`config.mk`:
```
export PLATFORM = sky130hd
export DESIGN_NAME = mux_scan_sampler
export DESIGN_NICKNAME = d
export VERILOG_FILES = /design/src/rtl/mux_scan_pkg.sv /design/src/rtl/mux_scan_settle_ctr.sv /design/src/rtl/mux_scan_sampler.sv
export SDC_FILE = /design/constraint.sdc
export NUM_CORES = 1
export LEC_CHECK = 0
export ABC_AREA = 0
export CAP_MARGIN = 20
export CORE_MARGIN = 5
export CORE_UTILIZATION = 35
export CTS_CLUSTER_SIZE = 30
export DETAILED_ROUTE_END_ITERATION = 10
export PLACE_DENSITY_LB_ADDON = 0.08
export SLEW_MARGIN = 20
export SYNTH_ARGS = -nofsm -noshare
export SYNTH_HDL_FRONTEND = slang
export SYNTH_SLANG_ARGS = --single-unit
```
`constraint.sdc`:
```
create_clock -name clk -period 1.64 [get_ports clk]
set_clock_uncertainty 0.2 [all_clocks]
set_input_delay 0.246 -clock clk [delete_from_list [all_inputs] [get_ports clk]]
set_output_delay 0.246 -clock clk [all_outputs]
set_load 0.02 [all_outputs]
```
`src/rtl/mux_scan_pkg.sv`:
```
// mux_scan_pkg -- shared types and sizes for the mux scan sampler.
//   state_t : scan FSM state encoding (2 bits)
//   SEL_W   : width of the downstream mux select
//   NUM_CH  : number of mux channels scanned per request
//   CNT_W   : width of the settle counter
package mux_scan_pkg;

    localparam int SEL_W  = 2;
    localparam int NUM_CH = 4;
    localparam int CNT_W  = 4;

    typedef enum logic [1:0] {
        IDLE   = 2'd0,
        SETTLE = 2'd1,
        SAMPLE = 2'd2,
        DONE   = 2'd3
    } state_t;

endpackage

```
`src/rtl/mux_scan_settle_ctr.sv`:
```
// mux_scan_settle_ctr -- settle-time counter for the mux scan sampler.
//   clk, rst_n : clock, asynchronous active-low reset
//   load       : clear the count (a new settle period starts next clock)
//   en         : advance the count by one
//   tc         : count has reached SETTLE_CYCLES-1, i.e. this is the last
//                settle clock
module mux_scan_settle_ctr
    import mux_scan_pkg::*;
#(
    parameter int unsigned SETTLE_CYCLES = 1
) (
    input  logic clk,
    input  logic rst_n,
    input  logic load,
    input  logic en,
    output logic tc
);

    localparam logic [CNT_W-1:0] LAST = CNT_W'(SETTLE_CYCLES - 1);

    logic [CNT_W-1:0] cnt;

    // NOTE: sequential state uses non-blocking assignments so every register
    // samples values from before the edge, independent of statement order.
    always_ff @(posedge clk or negedge rst_n) begin
        if (!rst_n) begin
            cnt <= '0;
        end else if (load) begin
            cnt <= '0;
        end else if (en) begin
            cnt <= cnt + CNT_W'(1);
        end
    end

    assign tc = (cnt == LAST);

endmodule

```
`src/rtl/mux_scan_sampler.sv`:
```
// mux_scan_sampler -- scans a downstream 4-to-1 mux one channel at a time,
// waiting SETTLE_CYCLES clocks after each select change before sampling,
// and presents the four samples as one word with a valid/ready handshake.
//   clk, rst_n : clock, asynchronous active-low reset
//   start      : request one scan (honoured in IDLE, or in DONE with ready)
//   sel        : select driven to the mux
//   mux_out    : mux output being sampled
//   word       : scan result, word[i] sampled with sel==i
//   valid      : word holds a completed scan (high exactly in DONE)
//   ready      : consumer accepts word
//   busy       : high in every state except IDLE
//   parity     : ^word, only when MUX_SCAN_PARITY_EN is defined
// Optional feature macro: MUX_SCAN_PARITY_EN.
module mux_scan_sampler
    import mux_scan_pkg::*;
#(
    parameter int unsigned SETTLE_CYCLES = 1   // legal range 1..15
) (
    input  logic              clk,
    input  logic              rst_n,
    input  logic              start,
    output logic [SEL_W-1:0]  sel,
    input  logic              mux_out,
    output logic [NUM_CH-1:0] word,
    output logic              valid,
    input  logic              ready,
    output logic              busy
`ifdef MUX_SCAN_PARITY_EN
    ,
    output logic              parity
`endif
);

    localparam logic [SEL_W-1:0] LAST_SEL = SEL_W'(NUM_CH - 1);

    state_t            state;
    logic              launch;
    logic              ctr_load;
    logic              ctr_en;
    logic              ctr_tc;
    logic [NUM_CH-1:0] word_nxt;

    // A scan begins from IDLE, or straight out of DONE when the consumer
    // accepts the word and asks for another one on the same edge.
    assign launch   = start && ((state == IDLE) || ((state == DONE) && ready));
    assign ctr_load = launch || ((state == SAMPLE) && (sel != LAST_SEL));
    assign ctr_en   = (state == SETTLE) && !ctr_tc;

    // NOTE: give every always_comb output a full default first; a path that
    // leaves it unassigned would infer a latch.
    always_comb begin
        word_nxt      = word;
        word_nxt[sel] = mux_out;
    end

    mux_scan_settle_ctr #(
        .SETTLE_CYCLES(SETTLE_CYCLES)
    ) u_settle_ctr (
        .clk  (clk),
        .rst_n(rst_n),
        .load (ctr_load),
        .en   (ctr_en),
        .tc   (ctr_tc)
    );

    always_ff @(posedge clk or negedge rst_n) begin
        if (!rst_n) begin
            state  <= IDLE;
            sel    <= '0;
            word   <= '0;
            valid  <= 1'b0;
            busy   <= 1'b0;
`ifdef MUX_SCAN_PARITY_EN
            parity <= 1'b0;
`endif
        end else begin
            case (state)
                IDLE: begin
                    // sel keeps its last value while idle
                    if (launch) begin
                        state <= SETTLE;
                        sel   <= '0;
                        busy  <= 1'b1;
                    end
                end
                SETTLE: begin
                    if (ctr_tc) begin
                        state <= SAMPLE;
                    end
                end
                SAMPLE: begin
                    // Unsampled bits keep the previous scan's values.
                    word   <= word_nxt;
`ifdef MUX_SCAN_PARITY_EN
                    parity <= ^word_nxt;
`endif
                    if (sel == LAST_SEL) begin
                        state <= DONE;
                        valid <= 1'b1;
                    end else begin
                        sel   <= sel + SEL_W'(1);
                        state <= SETTLE;
                    end
                end
                DONE: begin
                    if (ready) begin
                        valid <= 1'b0;
                        if (launch) begin
                            state <= SETTLE;
                            sel   <= '0;
                        end else begin
                            state <= IDLE;
                            busy  <= 1'b0;
                        end
                    end
                end
                default: begin
                    state <= IDLE;
                    busy  <= 1'b0;
                    valid <= 1'b0;
                end
            endcase
        end
    end

endmodule
```
; Word level (Yosys, flattened, before mapping)
; Index checks and enable logic that the tools add are counted.
[totals]
register_bits = 14
latch_bits = 0
ramBits = 0
rom_bits = 0
input_bits = 5
out_inout_bits = 8
wordCells = 61
n_memories = 0
[classes]
addsub = 2
multipliers = 0
div_mod_pow = 0
order_cmp = 2
n_eq_ne = 11
shift = 0
n_mux = 22
bitwise = 0
reduce_logical = 18
[ops]
columns = operator, n
row1 = 2-bit 2-to-1 mux, 7
row2 = 2-bit != test (second input constant), 6
row3 = 3-bit AND reduction, 3
row4 = 4-bit 2-to-1 mux, 2
row5 = 2-bit one-hot mux with 4 select lines, 1
row6 = 1-bit 2-to-1 mux, 7
row7 = 2-bit equality test (second input constant), 3
row8 = 2-bit one-hot mux with 3 select lines, 1
row9 = 2-bit nonzero test, 3
row10 = 1-bit logical AND, 5
row11 = 4-bit by 1-bit adder with 4-bit output (second input constant), 1
row12 = 4-bit bitwise mux, 1
row13 = 4-bit logical NOT, 1
row14 = 1-bit one-hot mux with 2 select lines, 2
row15 = 4-bit AND reduction, 1
row16 = 2-bit by 3-bit less-than comparator with 1-bit output (second input constant), 1
row17 = 3-bit nonzero test, 1
row18 = 2-bit by 1-bit adder with 2-bit output (second input constant), 1
row19 = 1-bit demux with 2-bit select, 1
row20 = 2-bit by 1-bit equality test with 1-bit output (second input constant), 1
row21 = 2-bit by 1-bit greater-or-equal comparator with 1-bit output (second input constant), 1
row22 = 2-bit logical NOT, 1
row23 = 1-bit logical OR, 2
row24 = 2-bit by 1-bit != test with 1-bit output (second input constant), 1
row25 = 1-bit logical NOT, 1

; Depth between registers and ports, before layout
[logic_depth]
word_depth = 7
mapped_depth = 5
depth_no_buf = 5

; Cells and area by module
; A second synthesis with hierarchy kept.
[hier_totals]
cells_unflattened = 77
hier_area_um2 = 784.5
[modules_own_cells]
columns = module, n_inst, cells_each, area_each_um2, seq_area_each_um2
row1 = mux_scan_sampler, 1, 57, 564.3, 250.2
row2 = mux_scan_settle_ctr, 1, 20, 220.2, 100.1

; Worst setup path before layout
; OpenSTA, ideal clock, no wires.
[synth_path]
path_type = register to register
start = register u_settle_ctr.cnt[0]
end = register u_settle_ctr.cnt[2]
setup_ps = 87
arrival_ps = 1367
required_time_ps = 1353
setup_slack_ps = -14
path_stages_with_launch = 6
path_buffers = 0
synth_period_minus_slack_ps = 1654
cell_sequence = dfrtp_1 > inv_1 > ha_1 > nor2b_1 > or4_1 > a211oi_2
[synth_via]
elab_chain_cells = 4
word_cells_on_any_way = 7
cone_classes = add/sub (1) / mux (2) / reduce/logical (4)
[synth_rtl]
columns = item, line
row1 = start: declaration, mux_scan_settle_ctr.sv:21  ; logic [CNT_W-1:0] cnt;
row2 = start signal: assignment, mux_scan_settle_ctr.sv:31  ; cnt <= cnt + CNT_W'(1);
row3 = "parallel branches: the longest is 4 deep, another holds 4-bit by 1-bit adder with 4-bit output", -
; Parallel ways; which one is timed is not known. The select of a mux whose other input is x is not followed.
; A chain may end at the register's enable or synchronous reset.

; Final worst setup path
; Ends and elaborated chain as after synthesis.

==> metrics <==
starting DRC count in detailed routing=6; layout filler cell count=219; setup TNS=-0.04214 ns; Die ar.=3340 um2; peak supply drop=0.6126 mV; dominant cell type by area after synthesis=dfrtp_1; non-filler instance count after layout=133; Setup Viol. Count Final=1; Avg Inst Size Synth=9.871 um2; Post-DP Area=1006 um2; synth top area cells=dfrtp_1, ha_1, mux2_2; root buf cell=clkbuf_4; Mapped Area=799.5 um2; Die Ht=57.80 um; Total Nets Final=118; count of cell types in the netlist=27; WL per Instance=13.21 um; synth-to-layout area growth=33.33%; core footprint=2191 um2; total CTS buffers=3; first-pass GRT wire length=3.132 mm; multi-input logic area=439.2 um2; f_max=594.5 MHz; Worst Max-Slew Pin Slew=0.3881 ns; Synth Flop Type=dfrtp_1; crit path time final=1.682 ns; Max Slew Vio Count=0; hpwl dp=1.322 mm; post-synthesis mux area share=5.634%; Power, Total=1.521 mW; post-route ant nets=0; Worst Path Required=1.63 ns; Commonest cells post-synth=dfrtp_1, o21ai_0, inv_1; syn_nets=92; # IOs=13; I/O Buffers=12; top cell type's share of synthesized area=43.82%; type of the tightest min-delay check=input pin to async pin; post-route setup slack=-0.04214 ns; CP Class=flip-flop to flip-flop; Max Buffers Root-to-Sink=2; Simple-Gate Fraction of Synth Area=20.03%; Worst Setup End Kind=flip-flop; Ys Warns=0; reg2reg start=u_settle_ctr.cnt[0]; WP data arrival=1.67 ns; Routability Congestion=0.7665; DRT Pass-1 Iters=4; failing checks=negative setup slack; xor/xnor share of the synthesized area=0%; complex-gate fraction of the synthesized area=15.81%; CTS tree=built; setup slack at placement=-0.1251 ns; Critical Path Start=u_settle_ctr.cnt[0]; Die Wd=57.80 um; EDFF count, synth=0; Slew headroom=73.76%; CTS hold repair buffers=0; CP max FO=3; Via Count=659; RSZ-0062 raised after global routing=yes; H-Tree Level Count=1; Reg clk slew, reported paths=0.08 ns; final core utilization=48.66%; count leader, synth=dfrtp_1; Sinks on Clock Net=14; startpoint class of the critical path=flip-flop; max cap viols=0; Reg area=350.3 um2; Total GRT Usage=12.25%; status=finished, violations left; initial antenna violation count=0; #FFs+latches synth=14; final hold violations=0; Rows=17; period utilization=102.6%; share of cells above drive strength 1=25.71%; vias in the first global route=667; number of diodes=0; Cells after Synth=81; register area share after synthesis=43.82%; Inst Count DP=128; PD cells=1427 nW/um2; largest net degree at the start of global routing=15; vias per cell=4.955; Residual DRC=0; largest family of logic cells by synthesized area=simple AND/OR/NAND/NOR gates; worst hold slack=0.07196 ns; grt ovf=0; adder-cell area share of the yosys netlist=9.390%; Leak=0.4971 nW; asr flop ratio synth=100.0%; Worst-Skew Late Latency=0.27 ns; Starting Density=36.49%; final wirelength=1.757 mm; final instance area=1066 um2
flip-flops by register name (all words and copies together) (netlist names):
register          cells
busy                  1
u_settle_ctr.cnt      4
sel                   2
word                  4
state                 2
valid                 1
per-layer routing:
layer  routed length (um)  global-route usage, %
met4                   14                  4.967
met2                  858                  19.52
met1                  818                  15.45
met3                   65                  3.563
met5                    0                      0
cell type report:
type,count,area share [%]
multi-input combinational,58,41.20
sequential,14,32.86
timing repair buffer,23,18.08
tap,28,3.286
inverter,7,2.465
clock buffer,3,2.113
repair_timing:
| action | 4_1_cts | 5_1_grt |
|---|---|---|
| setup endpoints to repair | 11 | 4 |
| resized for setup | 13 | 2 |
| pin swaps | 2 | 1 |
| buffers inserted | 2 | 0 |
worst paths after layout:
check                                 endpoint  slack, ns  cells past startpoint
max reg2reg                u_settle_ctr.cnt[2]      -0.04                      5
max in group asynchronous  u_settle_ctr.cnt[3]       0.99                      2
max                        u_settle_ctr.cnt[2]      -0.04                      5
min reg2reg                            word[3]       0.30                      1
min in group clk                       word[3]       0.30                      1
min                                     sel[1]       0.07                      2
report_power, final:
| group | leakage, nW | switching [mW] | internal [mW] | total, mW |
|---|---|---|---|---|
| logic | 0.304 | 0.426 | 0.353 | 0.779 |
| clock network | 0.0138 | 0.106 | 0.0850 | 0.191 |
| registers | 0.179 | 0.0929 | 0.458 | 0.551 |
placed cells by master, fill, tap and decap left out, drive strengths merged:
cell,netlist,routed
dfrtp,14,14
buf,2,11
o21ai,8,8
dlygate4sd2,0,8
inv,7,7
nand2,6,6
ha,6,6
nor2,5,5
a21oi,4,4
nand3,4,4
mux2,4,4
clkdlybuf4s50,0,4
a211oi,4,4
clkbuf,0,3
nor2b,3,3
or3,2,2
and2,1,1
nor4b,1,1
and2b,1,1
nand2b,1,1
o21a,1,1
o21bai,1,1
a211o,1,1
or4,1,1
nor3b,1,1
or3b,1,1
nand4,1,1
o211ai,1,1
worst max-delay path, cell delays in order, from the launching register on:
cell and delay [ns]:
dfrtp_1 0.36, inv_1 0.05, ha_2 0.19, nor2b_4 0.12
or4_4 0.48, a211oi_2 0.20
cell families (layout without fill, tap and decap cells):
group | Yosys count | count (layout)
AOI/OAI and AO/OA | 20 | 20
adders and majority gates | 6 | 6
buffers and inverters | 9 | 33
DFF | 14 | 14
muxes | 4 | 4
and+or+nand+nor | 28 | 28
No activity file was read; power rests on OpenSTA's default activity.
